**config.mk**
```make
export PLATFORM = sky130hd
export DESIGN_NAME = ad4003_sdo_capture
export DESIGN_NICKNAME = d
export VERILOG_FILES = /design/src/rtl/ad4003_pkg.sv /design/src/rtl/ad4003_sdo_shifter.sv /design/src/rtl/ad4003_sdo_capture.sv
export SDC_FILE = /design/constraint.sdc
export NUM_CORES = 1
export LEC_CHECK = 0
export CAP_MARGIN = 10
export CORE_UTILIZATION = 30
export DETAILED_ROUTE_END_ITERATION = 12
export DONT_BUFFER_PORTS = 1
export GPL_ROUTABILITY_DRIVEN = 0
export SETUP_SLACK_MARGIN = 0.3
export SYNTH_ARGS = -nofsm -noshare
export SYNTH_HDL_FRONTEND = slang
export SYNTH_SLANG_ARGS = --single-unit
```
**constraint.sdc**
```tcl
create_clock -name adc_read_clk -period 2.15 [get_ports adc_read_clk]
set_input_delay 0.43 -clock adc_read_clk [delete_from_list [all_inputs] [get_ports adc_read_clk]]
set_output_delay 0.43 -clock adc_read_clk [all_outputs]
set_load 0.05 [all_outputs]
```
**src/rtl/ad4003_pkg.sv**
```systemverilog
`default_nettype none
// ============================================================================
// ad4003_pkg : shared constants and FSM encoding for the AD4003 SDO capture
// Rev 1.0
// ============================================================================
package ad4003_pkg;

  localparam int AD4003_DATA_W = 18;
  localparam int BITCNT_W      = 6;

  localparam logic [BITCNT_W-1:0] BITCNT_MAX = '1;

  typedef enum logic [0:0] {
    ST_IDLE  = 1'b0,
    ST_SHIFT = 1'b1
  } state_e;

endpackage : ad4003_pkg
`default_nettype wire

```
**src/rtl/ad4003_sdo_shifter.sv**
```systemverilog
`default_nettype none
// ============================================================================
// ad4003_sdo_shifter : per-channel MSB-first shift register for one SDO line
// Rev 1.0
// ============================================================================
module ad4003_sdo_shifter
  import ad4003_pkg::*;
#(
  parameter int DATA_W = AD4003_DATA_W
) (
  input  logic              clk,
  input  logic              rst,
  input  logic              start_i,
  input  logic              shift_i,
  input  logic              sdo_i,
  output logic [DATA_W-1:0] sreg_o
);

  logic [DATA_W-1:0] sreg_q;

  // start clears stale bits so a short frame reads zero above its last bit
  always_ff @(posedge clk) begin
    if (rst) begin
      sreg_q <= '0;
    end else if (start_i) begin
      sreg_q <= {{(DATA_W-1){1'b0}}, sdo_i};
    end else if (shift_i) begin
      sreg_q <= {sreg_q[DATA_W-2:0], sdo_i};
    end
  end

  assign sreg_o = sreg_q;

endmodule : ad4003_sdo_shifter
`default_nettype wire

```
**src/rtl/ad4003_sdo_capture.sv**
```systemverilog
`default_nettype none
// ============================================================================
// ad4003_sdo_capture : frames N_CH AD4003 SDO lines into sign-extended words
// Rev 1.0
// ============================================================================
module ad4003_sdo_capture
  import ad4003_pkg::*;
#(
  parameter int N_CH   = 4,
  parameter int DATA_W = AD4003_DATA_W,
  parameter int OUT_W  = 32
) (
  input  logic                  adc_read_clk,
  input  logic                  rst,
  input  logic                  reader_en_sync,
  input  logic [N_CH-1:0]       adc_sdo,
  input  logic                  clear_flags,
  input  logic                  sample_ready,
  output logic [N_CH*OUT_W-1:0] sample_data,
  output logic                  sample_valid,
  output logic                  frame_err,
  output logic                  bit_count_err,
  output logic                  overrun,
  output logic [15:0]           frame_cnt
);

  state_e                state_q, state_d;
  logic                  start, shift, latch;
  logic [BITCNT_W-1:0]   bit_cnt_q, bit_cnt_d;
  logic [DATA_W-1:0]     sreg [N_CH];
  logic [N_CH*OUT_W-1:0] word;
  logic [N_CH*OUT_W-1:0] sample_data_q, sample_data_d;
  logic                  sample_valid_q, sample_valid_d;
  logic                  frame_err_q, frame_err_d;
  logic                  bit_count_err_q, bit_count_err_d;
  logic                  overrun_q, overrun_d;
  logic [15:0]           frame_cnt_q, frame_cnt_d;
  logic                  len_bad;

  always_ff @(posedge adc_read_clk) begin
    if (rst) state_q <= ST_IDLE;
    else     state_q <= state_d;
  end

  always_comb begin
    state_d = state_q;
    case (state_q)
      ST_IDLE:  if (reader_en_sync)  state_d = ST_SHIFT;
      ST_SHIFT: if (!reader_en_sync) state_d = ST_IDLE;
      default:  state_d = ST_IDLE;
    endcase
  end

  always_comb begin
    start = 1'b0;
    shift = 1'b0;
    latch = 1'b0;
    case (state_q)
      ST_IDLE:  start = reader_en_sync;
      ST_SHIFT: begin
        shift = reader_en_sync;
        latch = !reader_en_sync;
      end
      default: ;
    endcase
  end

  for (genvar i = 0; i < N_CH; i++) begin : g_ch
    ad4003_sdo_shifter #(.DATA_W(DATA_W)) u_shifter (
      .clk     (adc_read_clk),
      .rst     (rst),
      .start_i (start),
      .shift_i (shift),
      .sdo_i   (adc_sdo[i]),
      .sreg_o  (sreg[i])
    );
    assign word[i*OUT_W +: OUT_W] = {{(OUT_W-DATA_W){sreg[i][DATA_W-1]}}, sreg[i]};
  end

  assign len_bad = (bit_cnt_q != BITCNT_W'(DATA_W));

  always_comb begin
    bit_cnt_d = bit_cnt_q;
    if (start)                               bit_cnt_d = BITCNT_W'(1);
    else if (shift && bit_cnt_q != BITCNT_MAX) bit_cnt_d = bit_cnt_q + BITCNT_W'(1);
    else if (latch)                          bit_cnt_d = '0;

    sample_data_d  = latch ? word : sample_data_q;
    frame_err_d    = latch ? len_bad : frame_err_q;
    frame_cnt_d    = latch ? frame_cnt_q + 16'd1 : frame_cnt_q;
    // a latch always presents a fresh word, even if the old one was just taken
    sample_valid_d = latch | (sample_valid_q & ~sample_ready);
    // sets take priority over a coincident clear
    overrun_d       = (latch & sample_valid_q & ~sample_ready) | (overrun_q & ~clear_flags);
    bit_count_err_d = (latch & len_bad) | (bit_count_err_q & ~clear_flags);
  end

  always_ff @(posedge adc_read_clk) begin
    if (rst) begin
      bit_cnt_q       <= '0;
      sample_data_q   <= '0;
      sample_valid_q  <= 1'b0;
      frame_err_q     <= 1'b0;
      bit_count_err_q <= 1'b0;
      overrun_q       <= 1'b0;
      frame_cnt_q     <= '0;
    end else begin
      bit_cnt_q       <= bit_cnt_d;
      sample_data_q   <= sample_data_d;
      sample_valid_q  <= sample_valid_d;
      frame_err_q     <= frame_err_d;
      bit_count_err_q <= bit_count_err_d;
      overrun_q       <= overrun_d;
      frame_cnt_q     <= frame_cnt_d;
    end
  end

  assign sample_data   = sample_data_q;
  assign sample_valid  = sample_valid_q;
  assign frame_err     = frame_err_q;
  assign bit_count_err = bit_count_err_q;
  assign overrun       = overrun_q;
  assign frame_cnt     = frame_cnt_q;

endmodule : ad4003_sdo_capture
`default_nettype wire
```
==> Word level (Yosys, flattened, before mapping) <==
Index checks and enable logic that the tools add are counted.
{ "word_totals": {"regBits": 213, "inputBits": 9, "output_inout_bits": 148, "wordCells": 53} }
{ "classes": {"add_sub_neg": 2, "eq_ne": 2, "mux": 15, "n_bitwise": 11, "n_reduce_logical": 6} }
{ "op_table": {"columns": ["cell", "count"], "rows": [
  ["adder 16 x 1 -> 16 bit, second input constant", 1],
  ["two-way mux 1 bit", 13],
  ["two-way mux 6 bit", 2],
  ["adder 6 x 1 -> 6 bit, second input constant", 1],
  ["AND 1 bit", 6],
  ["inequality test 6 x 5 -> 1 bit, second input constant", 1],
  ["inequality test 6 bit, second input constant", 1],
  ["nonzero test 2 bit", 2],
  ["OR 1 bit", 3],
  ["nonzero test 3 bit", 1],
  ["NOT 1 bit", 2],
  ["OR reduction 2 bit", 1],
  ["logical AND 1 bit", 1],
  ["zero test 1 bit", 1]
]} }

==> Longest topological paths before layout <==
Gate-level depths: netlist of the first run.
{ "logic_depth": {"word_depth": 5, "depth_mapped": 6, "depth_no_buf": 5} }

==> Hierarchy <==
Synthesis of the first run repeated with hierarchy kept, for this count alone.
{ "hier_totals": {"cells_unflattened": 680, "hier_area_um2": 6899.1} }
{ "modules_own_cells": {"columns": ["module", "instances", "cells_each", "area_per_inst_um2", "seq_area_each_um2"], "rows": [
  ["ad4003_sdo_capture", 1, 440, 4281.6, 1981.9],
  ["ad4003_sdo_shifter", 4, 60, 654.4, 360.3]
]} }

==> Worst setup path after synthesis of the first run <==
OpenSTA, ideal clock, no wires.
{ "synth_timing": {"path_kind": "reg-to-reg", "from": "reg frame_cnt_q[0], in the netlist frame_cnt[0]", "to": "reg frame_cnt_q[10], in the netlist frame_cnt[10]", "setup_time_ns": 0.070, "arrival_time_ns": 1.692, "path_slack_ns": 0.388, "stages_incl_launch_ff": 6, "n_path_buf": 0, "period_less_slack_ns": 1.762, "cell_sequence": "dfxtp_1 ha_1 and4b_4 nand2_1 or3_1 a21oi_1"} }
{ "synth_between": {"elab_chain_cells": 1} }
{ "synth_rtl": {"columns": ["item", "line", "source"], "rows": [
  ["start, declared", "ad4003_sdo_capture.sv:37", "logic [15:0] frame_cnt_q, frame_cnt_d;"],
  ["start signal, assigned", "ad4003_sdo_capture.sv:114", "frame_cnt_q <= frame_cnt_d;"],
  ["adder 16 x 1 -> 16 bit", "ad4003_sdo_capture.sv:90", "frame_cnt_d = latch ? frame_cnt_q + 16'd1 : frame_cnt_q;"]
]} }
No other way between the ends.
A chain may end at the register's enable or synchronous reset.

==> results of run 1 <==
==> sequential cells by signal, summed over array words and instances (netlist names) <==
| signal | cells |
|---|---|
| frame_err | 1 |
| bit_count_err | 1 |
| state_q | 1 |
| frame_cnt | 16 |
| g_ch.u_shifter.sreg_o | 72 |
| sample_data | 72 |
| bit_cnt_q | 6 |
| sample_valid | 1 |
| overrun | 1 |
==> final timing paths <==
check                                                  start          endpoint  slack [ps]  cells after the start
worst max register to register                       state_q      bit_cnt_q[1]         420                      3
worst min-delay path                                     rst  sample_data[113]          70                      1
worst min register to register  g_ch[2].u_shifter.sreg_o[17]   sample_data[95]         440                      2
worst max-delay path                         sample_data[63]   sample_data[52]         340                      1
==> kinds of logic after synthesis <==
family,after synthesis,share of synthesized area
flops,171,0.515
buf+inv,113,0.103
compound gates,170,0.132
mux,4,0.00603
xor+xnor,11,0.0145
simple gates,352,0.224
fa+ha+maj,3,0.00565
==> layer usage <==
| metal | global-route usage | vias to the layer above | share of wire |
|---|---|---|---|
| met5 | 0 | - | 0 |
| met4 | 0.0560 | 0 | 0.022 |
| met3 | 0.0455 | 24 | 0.076 |
| met2 | 0.207 | 102 | 0.43 |
| met1 | 0.167 | 2315 | 0.47 |
| li1 | - | 2513 | - |
==> metrics by stage <==
stage / total power, mW / instance area, µm² / utilization / cells
final: 6.55 / 7360 / 0.338 / 1061
after global routing: 6.77 / 7360 / 0.338 / 1061
after CTS: 6.64 / 7350 / 0.338 / 1061
after detailed placement: 3.44 / 6750 / 0.310 / 1029
after global placement: 3.44 / 6750 / 0.310 / 1029
after floorplan: 3.42 / 6640 / - / 824
==> cell type report <==
class	instances	area, µm²
fill	2260	14400
timing repair buffer	32	403
sequential	171	3440
clock buffer	17	425
multi-input combinational	540	2550
tap	280	350
clock inverter	15	174
inverter	6	22.5
==> where the power goes <==
part / switching [mW] / internal [mW]
Clock: 1.42 / 1.76
Sequential: 0.0282 / 3.17
Combinational: 0.117 / 0.0464
==> what timing repair did <==
action / in CTS / in global routing
setup buffers: 0 / 0
setup endpoints to repair: 0 / 12
resized for setup: 0 / 3
==> layout by cell type, fill, tap and decap left out, types with 2 or more instances in the layout <==
master / Yosys / routed
dfxtp_1: 171 / 167
bufinv_16: 0 / 2
nor2b_1: 2 / 2
inv_6: 0 / 7
inv_1: 6 / 6
o21ai_0: 7 / 7
a2111oi_1: 2 / 2
buf_12: 0 / 6
or3_1: 5 / 5
buf_4: 61 / 20
nor3_1: 5 / 5
clkbuf_16: 0 / 17
nor4_2: 2 / 2
nand2b_1: 5 / 4
ha_1: 3 / 3
inv_8: 0 / 3
nor2_1: 17 / 17
nand2_1: 291 / 291
buf_6: 2 / 2
nand4_1: 4 / 4
dfxtp_4: 0 / 4
xor2_1: 4 / 4
nand3_1: 6 / 6
a21oi_1: 154 / 154
nor4_1: 2 / 2
mux2i_1: 4 / 4
buf_16: 0 / 4
and4_1: 2 / 2
xnor2_1: 7 / 7
==> metrics.md, run 1 <==
| Metric | Value |
|---|---|
| Outcome | finished clean |
| Initial core utilization | 0.305 |
| H-Tree Level Count | 4 |
| DRT Wirelength | between 10 and 15 mm |
| Post-Synthesis Cells | slightly above 800 |
| HPWL after detailed placement | about 9.3 mm |
| Worst-skew pair later-pin latency | between 400 and 500 ps |
| Max Fclk | 552 MHz |
| Syn-to-layout area delta | 10.8% |
| Clock Path Buffers | 2 |
| Ys flop type | dfxtp_1 |
| Via count | 4,954 |
| Least-Margin Pin Slew | between 600 and 700 ps |
| Area contributors post-synth | dfxtp_1 (52%), nand2_1 (16%), a21oi_1 (12%), buf_4 (6.9%), clkbuf_1 (1.8%) |
| Drt via density | between 4 and 5 |
| PD cells | around 890 mW/mm² |
| Largest net degree at the start of global routing | roughly 110 |
| Post-synth top area cell | dfxtp_1 |
| Diode count | 0 |
| Final TNS setup | 0 ps |
| Sink Count | between 150 and 200 |
| Worst Slack Setup Final | between 300 and 400 ps |
| Number of I/O pins | roughly 160 |
| Ratio of cells with drive above 1 in the final layout | 0.104 |
| Worst hold path type | in -> reg |
| Clock buffer count from CTS | 17 |
| Most frequent cells after synthesis | nand2_1 (291), dfxtp_1 (171), a21oi_1 (154), buf_4 (61), clkbuf_1 (31) |
| GRT Total Usage | 0.133 |
| Die width | between 150 and 200 µm |
| Pre-Repair DR Iteration Count | 4 |
| # setup viols final | 0 |
| Global-route wire length before repair | ~24 mm |
| Total die area | between 0.02 and 0.025 mm² |
| VDD IR-drop max | between 0.3 and 0.4 mV |
| # Max-Cap Violations | 0 |
| Cell variety after synth | 42 |
| #FFs+latches synth | approximately 170 |
| Core Box Area | around 0.022 mm² |
| Number of buffers added on ports | 0 |
| DR iter-0 viols | 200 |
| Top-area cell type share of the netlist area | 0.515 |
| Setup CP Type | reg -> out |
| Post-route DRC | 0 |
| Async set-or-reset flop fraction in the synthesized netlist | 0 |
| Slowest CP cell | buf_4 |
| CP Data Arrival Time | 1380 ps |
| Vias in the first global route | 4,663 |
| Crit path max-delay family | buffers and inverters |
| Final hold viol count | 0 |
| Reg clk slew, reported paths | around 70 ps |
| Most common cell in the netlist | nand2_1 |
| YS warnings | 0 |
| Synthesized net count | 836 |
| Share of the yosys chip area belonging to registers | 0.515 |
| CTS tree | built |
| Final net count | 780 |
| Number of antenna violations at the first check in global routing | 0 |
| Hold_buf cts | 0 |
| EDFF count, synth | 0 |
| Final worst-path cycle share | 0.842 |
| Place WS | ~440 ps |
| Cell at the root of the clock tree | clkbuf_16 |
| Lkg Pwr | 2.38 nW |
| Worst Skew | 12.8 ps |
| Pins Over Slew Limit | 0 |
| Relative slew margins | 0.542 |
| Hold slack | between 70 and 80 ps |
| Worst EP required | between 1500 and 2000 ps |
| CP endpoint kind | output pin |
| RSZ-0062 raised after global routing | no |
| Drt wl/cell | approximately 14 µm |
| Final min period | roughly 1800 ps |
| Post-route ant nets | 0 |
| Crit path largest cell delay | 570 ps |
| CP Max Fanout | 6 |
| CP cell instances | buf_4 |
| Syn avg cell area | 8.06 µm² |
| Worst Setup Start Kind | flop |
| Post-Syn Area | roughly 0.0066 mm² |
| Chip Height | roughly 150 µm |
| Rows | 54 |
| Buf+Inv Stages, Crit Path | 1 |
| GRT Residual Overflow | 0 |
(Power assumes the default switching activity.)
==> run 2: changes to the inputs <==
clock period = 1.5 ns   (was 2.15 ns; I/O delays follow)
==> metrics.md, run 2 (synthesized netlist as in run 1, its figures left out) <==
| Metric | Value |
|---|---|
| # Max-Cap Violations | 0 |
| Worst Reg-to-Reg Cells | 9 |
| Lkg Pwr | approximately 5.4 nW |
| Least-Margin Pin Slew | 312 ps |
| Reg clk slew, reported paths | ~70 ps |
| Most frequent cells in the layout | a21oi_2 (143), nand2_4 (137), nand2_1 (132) |
| Post-Layout Cell Count | approximately 1,200 |
| Violated checks | hold timing, setup timing |
| Die width | 151 µm |
| Worst EP required | 1810 ps |
| Most used cell, CP | buf_6 |
| Worst Slack Setup Final | -79.6 ps |
| # setup viols final | 77 |
| Cell at the root of the clock tree | clkbuf_16 |
| Global-route wire length before repair | 33.4 mm |
| GRT Total Usage | 0.199 |
| Hold_buf cts | 4 |
| HPWL after detailed placement | around 9.3 mm |
| Worst Setup Start Kind | flop |
| CP cell instances | buf_6, buf_12, and2b_4, buf_6, buf_6, buf_12, nand2_4, xor2_1, nor2_1 |
| H-Tree Level Count | 4 |
| Clock buffer count from CTS | 17 |
| CP Data Arrival Time | roughly 1900 ps |
| DRT Wirelength | ~25 mm |
| WHS Endpoint | frame_cnt[4] |
| Via count | around 6,100 |
| Final min period | between 1500 and 2000 ps |
| Relative slew margins | 0.791 |
| CP Max Fanout | 6 |
| Vias in the first global route | just under 6,000 |
| Number of I/O pins | between 150 and 200 |
| Sw frac | 0.233 |
| CTS tree | built |
| Diode count | 0 |
| Clock Power Share | 0.469 |
| Sink Count | around 170 |
| Total die area | 0.0227 mm² |
| Post-route ant nets | 0 |
| Final hold viol count | 18 |
| Drt via density | between 5 and 6 |
| Min-Delay Startpoint | rst |
| Core Box Area | between 0.02 and 0.025 mm² |
| Drt wl/cell | about 21 µm |
| Number of antenna violations at the first check in global routing | 0 |
| Final TNS setup | -3150 ps |
| Post-route DRC | 0 |
| Rows | 54 |
| Setup CP Type | reg -> reg |
| Chip Height | ~150 µm |
| Int Pwr | between 8 and 9 mW |
| Worst flop-to-flop path startpoint | state_q |
| Ratio of cells with drive above 1 in the final layout | 0.708 |
| Fill count | roughly 1,700 |
| Crit path largest cell delay | between 300 and 400 ps |
| Commonest non-fill, non-tap cell in the layout | a21oi_2 |
| Worst-skew pair later-pin latency | 430 ps |
| Initial core utilization | 0.305 |
| RR Endpoint | frame_cnt[2] |
| Outcome | finished, violations left |
| Hold slack | -49.4 ps |
| RSZ-0062 raised after global routing | yes |
| PD cells | between 800 and 900 mW/mm² |
| DR iter-0 viols | 200 |
| GRT Residual Overflow | 0 |
| Combinational power share | 0.107 |
| Largest net degree at the start of global routing | 106 |
| Slowest CP cell | dfxtp_4 |
| Clock Path Buffers | 2 |
| Seq pwr share | 0.424 |
| Worst hold path type | in -> reg |
| Syn-to-layout area delta | 88.4% |
| Final worst-path cycle share | 1.05 |
| Number of buffers added on ports | 0 |
| Max Fclk | ~630 MHz |
| Worst Skew | 6.72 ps |
| Placed Cells | around 1,000 |
| Worst Hold Depth | 1 |
| Power consumption | between 10 and 15 mW |
| CP endpoint kind | flop |
| R2R Setup Slk | -80 ps |
| Final net count | ~930 |
| VDD IR-drop max | roughly 0.58 mV |
| Pre-Repair DR Iteration Count | 4 |
| Switching power | 2.44 mW |
| Pins Over Slew Limit | 0 |
## run 2: power groups by stage
stage / clock [mW] / sequential, mW / combinational [mW]
after floorplan: 0 / 4.69 / 0.205
after global placement: 0 / 4.67 / 0.265
after detailed placement: 0 / 4.67 / 0.266
after CTS: 4.98 / 4.43 / 0.888
after global routing: 5.23 / 4.43 / 1.15
final: 4.90 / 4.43 / 1.12
## run 2: timing repair
item / in CTS / in global routing
hold endpoints to repair: 101 / 99
pin swaps: 146 / 126
cloned: 34 / 11
resized for setup: 510 / 290
endpoints found under the setup margin: 299 / 260
buffers inserted: 74 / 17
## run 2: per-layer routing
metal | share of wire | wire length [µm] | up-vias | track usage
met1 | 0.42 | 10600 | 3050 | 0.247
li1 | - | - | 2852 | -
met2 | 0.52 | 13200 | 146 | 0.340
met5 | 0 | 0 | - | 0
met4 | 0.024 | 612 | 0 | 0.0660
met3 | 0.033 | 823 | 46 | 0.0428
## run 2: layout make-up
cell class / count / area [µm²] / share of cell area
Multi-Input combinational cell: 542 / 4540 / 0.363
Sequential cell: 171 / 3790 / 0.303
Timing Repair Buffer: 177 / 3160 / 0.252
Clock buffer: 22 / 494 / 0.0395
Tap cell: 280 / 350 / 0.0280
Clock inverter: 10 / 160 / 0.0128
Inverter: 6 / 27.5 / 0.00220
## run 2: how the worst max path moves through the flow
stage                startpoint          endpoint  cells after the start
6_report                state_q      frame_cnt[2]                      9
5_1_grt                 state_q      frame_cnt[2]                      9
4_1_cts        sample_data[113]  sample_data[117]                      1
3_5_place_dp       frame_cnt[1]     frame_cnt[10]                      5
3_3_place_gp       frame_cnt[1]     frame_cnt[10]                      5
2_1_floorplan      frame_cnt[1]     frame_cnt[10]                      5
## run 2: through the flow
step	instance area [µm²]	hold WS, ps	util	setup WS (ps)
final	12500	-49.4	0.575	-79.6
after global routing	12500	-82.1	0.575	-134
after CTS	11000	-78.5	0.506	-74.3
after detailed placement	7010	372	0.322	89.5
after global placement	7010	371	0.322	140
after floorplan	6780	376	-	65.4
## run 2: worst max-delay path: cells and delay by family (launching register included)
| kind | cells | cell delay (ps) |
|---|---|---|
| XOR/XNOR | 1 | 180 |
| buffers and inverters | 5 | 620 |
| flip-flops | 1 | 350 |
| AND/OR/NAND/NOR | 3 | 310 |
==> run 3: changes to the inputs <==
PLACE_DENSITY = 0.55   (was default)
==> metrics.md, run 3 (synthesized netlist as in run 1, its figures left out) <==
| Metric | Value |
|---|---|
| Worst-skew pair later-pin latency | 430 ps |
| Crit path largest cell delay | 440 ps |
| CP Max Fanout | 10 |
| Crit path max-delay family | buffers and inverters |
| Worst EP required | 1200 ps |
| CP Data Arrival Time | roughly 1300 ps |
| Pre-Repair DR Iteration Count | 4 |
| Worst flop-to-flop path startpoint | state_q |
| Post-route DRC | 0 |
| Worst hold path type | in -> reg |
| Drt wl/cell | between 15 and 20 µm |
| Post-route ant nets | 0 |
| Lkg Pwr | 4.39 nW |
| Final worst-path cycle share | 1.04 |
| RR Endpoint | sample_data[70] |
| WHS Endpoint | sample_data[108] |
| Number of antenna violations at the first check in global routing | 0 |
| Rows | between 50 and 60 |
| Hold slack | -77.6 ps |
| CTS tree | built |
| Total die area | approximately 0.023 mm² |
| Drt via density | 4.91 |
| Most frequent cells in the layout | a21oi_2 (135), nand2_1 (132), nand2_4 (126) |
| PD cells | between 800 and 900 mW/mm² |
| Sink Count | 171 |
| Placement Cell Area | about 0.0070 mm² |
| Diode count | 0 |
| Setup CP Type | reg -> out |
| CP endpoint kind | output pin |
| Chip Height | around 150 µm |
| Violated checks | hold timing, setup timing |
| Die width | roughly 150 µm |
| Finished Cell Area | roughly 0.012 mm² |
| DRT Wirelength | 22.3 mm |
| Global-route wire length before repair | 28.2 mm |
| Worst Setup Start Kind | flop |
| Syn-to-layout area delta | 73.2% |
| Final TNS setup | -1850 ps |
| Core Box Area | between 0.02 and 0.025 mm² |
| Outcome | finished, violations left |
| # setup viols final | 44 |
| # Max-Cap Violations | 0 |
| Buf+Inv Stages, Crit Path | 1 |
| GRT Residual Overflow | 0 |
| Slowest CP cell | buf_16 |
| Relative slew margins | 0.744 |
| Max Fclk | approximately 640 MHz |
| Cell at the root of the clock tree | clkbuf_16 |
| VDD IR-drop max | about 0.62 mV |
| Initial core utilization | 0.305 |
| Post-Layout Cell Count | 1,182 |
| HPWL after detailed placement | 9.25 mm |
| Final net count | about 900 |
| Final min period | 1560 ps |
| Placed Cells | 1,038 |
| Number of I/O pins | roughly 160 |
| Worst Reg-to-Reg Cells | 7 |
| Via count | slightly below 6,000 |
| RSZ-0062 raised after global routing | yes |
| Vias in the first global route | about 5,300 |
| Commonest non-fill, non-tap cell in the layout | a21oi_2 |
| Clock buffer count from CTS | 17 |
| Least-Margin Pin Slew | about 380 ps |
| CP cell instances | buf_16 |
| GRT Total Usage | 0.161 |
| Pins Over Slew Limit | 0 |
| Worst Hold Depth | 1 |
| Final hold viol count | 92 |
| Clock Path Buffers | 2 |
| DR iter-0 viols | a little under 200 |
| Worst Slack Setup Final | -57.4 ps |
| Worst Skew | 8.50 ps |
| Min-Delay Startpoint | rst |
| H-Tree Level Count | 4 |
| Fill count | about 1,900 |
| Hold_buf cts | 4 |
| Reg clk slew, reported paths | ~70 ps |
| Number of buffers added on ports | 0 |
| Largest net degree at the start of global routing | around 110 |
| Ratio of cells with drive above 1 in the final layout | 0.676 |
| R2R Setup Slk | about 90 ps |
run 3: cell types whose count changed in the layout (fill, tap and decap cells not counted), sizes merged:
cell         change
clkinv           +1
dlygate4sd3      -1
bufinv           -1
inv              -1
nand2b           +1
clkinvlp         -1
clkbuf          +12
buf             -36
run 3: where the power goes:
part           internal (mW)  switching [mW]
combinational          0.412           0.425
clock                   2.66            1.82
sequential              4.41          0.0321
total                   7.47            2.27
run 3: cell type report:
type                            count  area [µm²]  area share
Sequential cell                   171        3770       0.328
Clock buffer                       24         462      0.0401
Multi-Input combinational cell    543        4350       0.378
Tap cell                          280         350      0.0304
Timing Repair Buffer              150        2430       0.211
Clock inverter                      8         118      0.0102
Inverter                            6        25.0     0.00217
run 3: stage by stage:
step	util	total power, mW	hold WS, ps	worst slack [ps]
after floorplan	-	4.89	376	65.4
after global placement	0.324	4.95	377	97.3
after detailed placement	0.324	4.95	378	84.9
after CTS	0.430	9.50	-79.6	-67.4
after global routing	0.529	10.1	-100	-95.2
final	0.529	9.75	-77.6	-57.4
run 3: how the worst max path moves through the flow:
stage | start | to | slack (ps) | cells past startpoint
after global routing | sample_data[63] | sample_data[61] | -100 | 1
after CTS | sample_data[31] | sample_data[17] | -70 | 1
final | sample_data[31] | sample_data[17] | -60 | 1
after detailed placement | state_q | frame_cnt[9] | 80 | 4
after global placement | state_q | frame_cnt[9] | 100 | 4
after floorplan | frame_cnt[1] | frame_cnt[10] | 70 | 5
run 3: routing by layer:
layer / track usage / part of all wire / vias up
li1: - / - / 2791
met1: 0.197 / 0.43 / 2884
met2: 0.267 / 0.52 / 99
met3: 0.0428 / 0.034 / 26
met4: 0.0635 / 0.017 / 0
met5: 0 / 0 / -
run 3: what timing repair did:
action | 4_1_cts | 5_1_grt
setup endpoints to repair | 309 | 260
cloned | 9 | 25
endpoints found under the hold margin | 101 | 100
gates resized for setup | 362 | 354
pin swaps | 118 | 185
setup buffers | 46 | 31
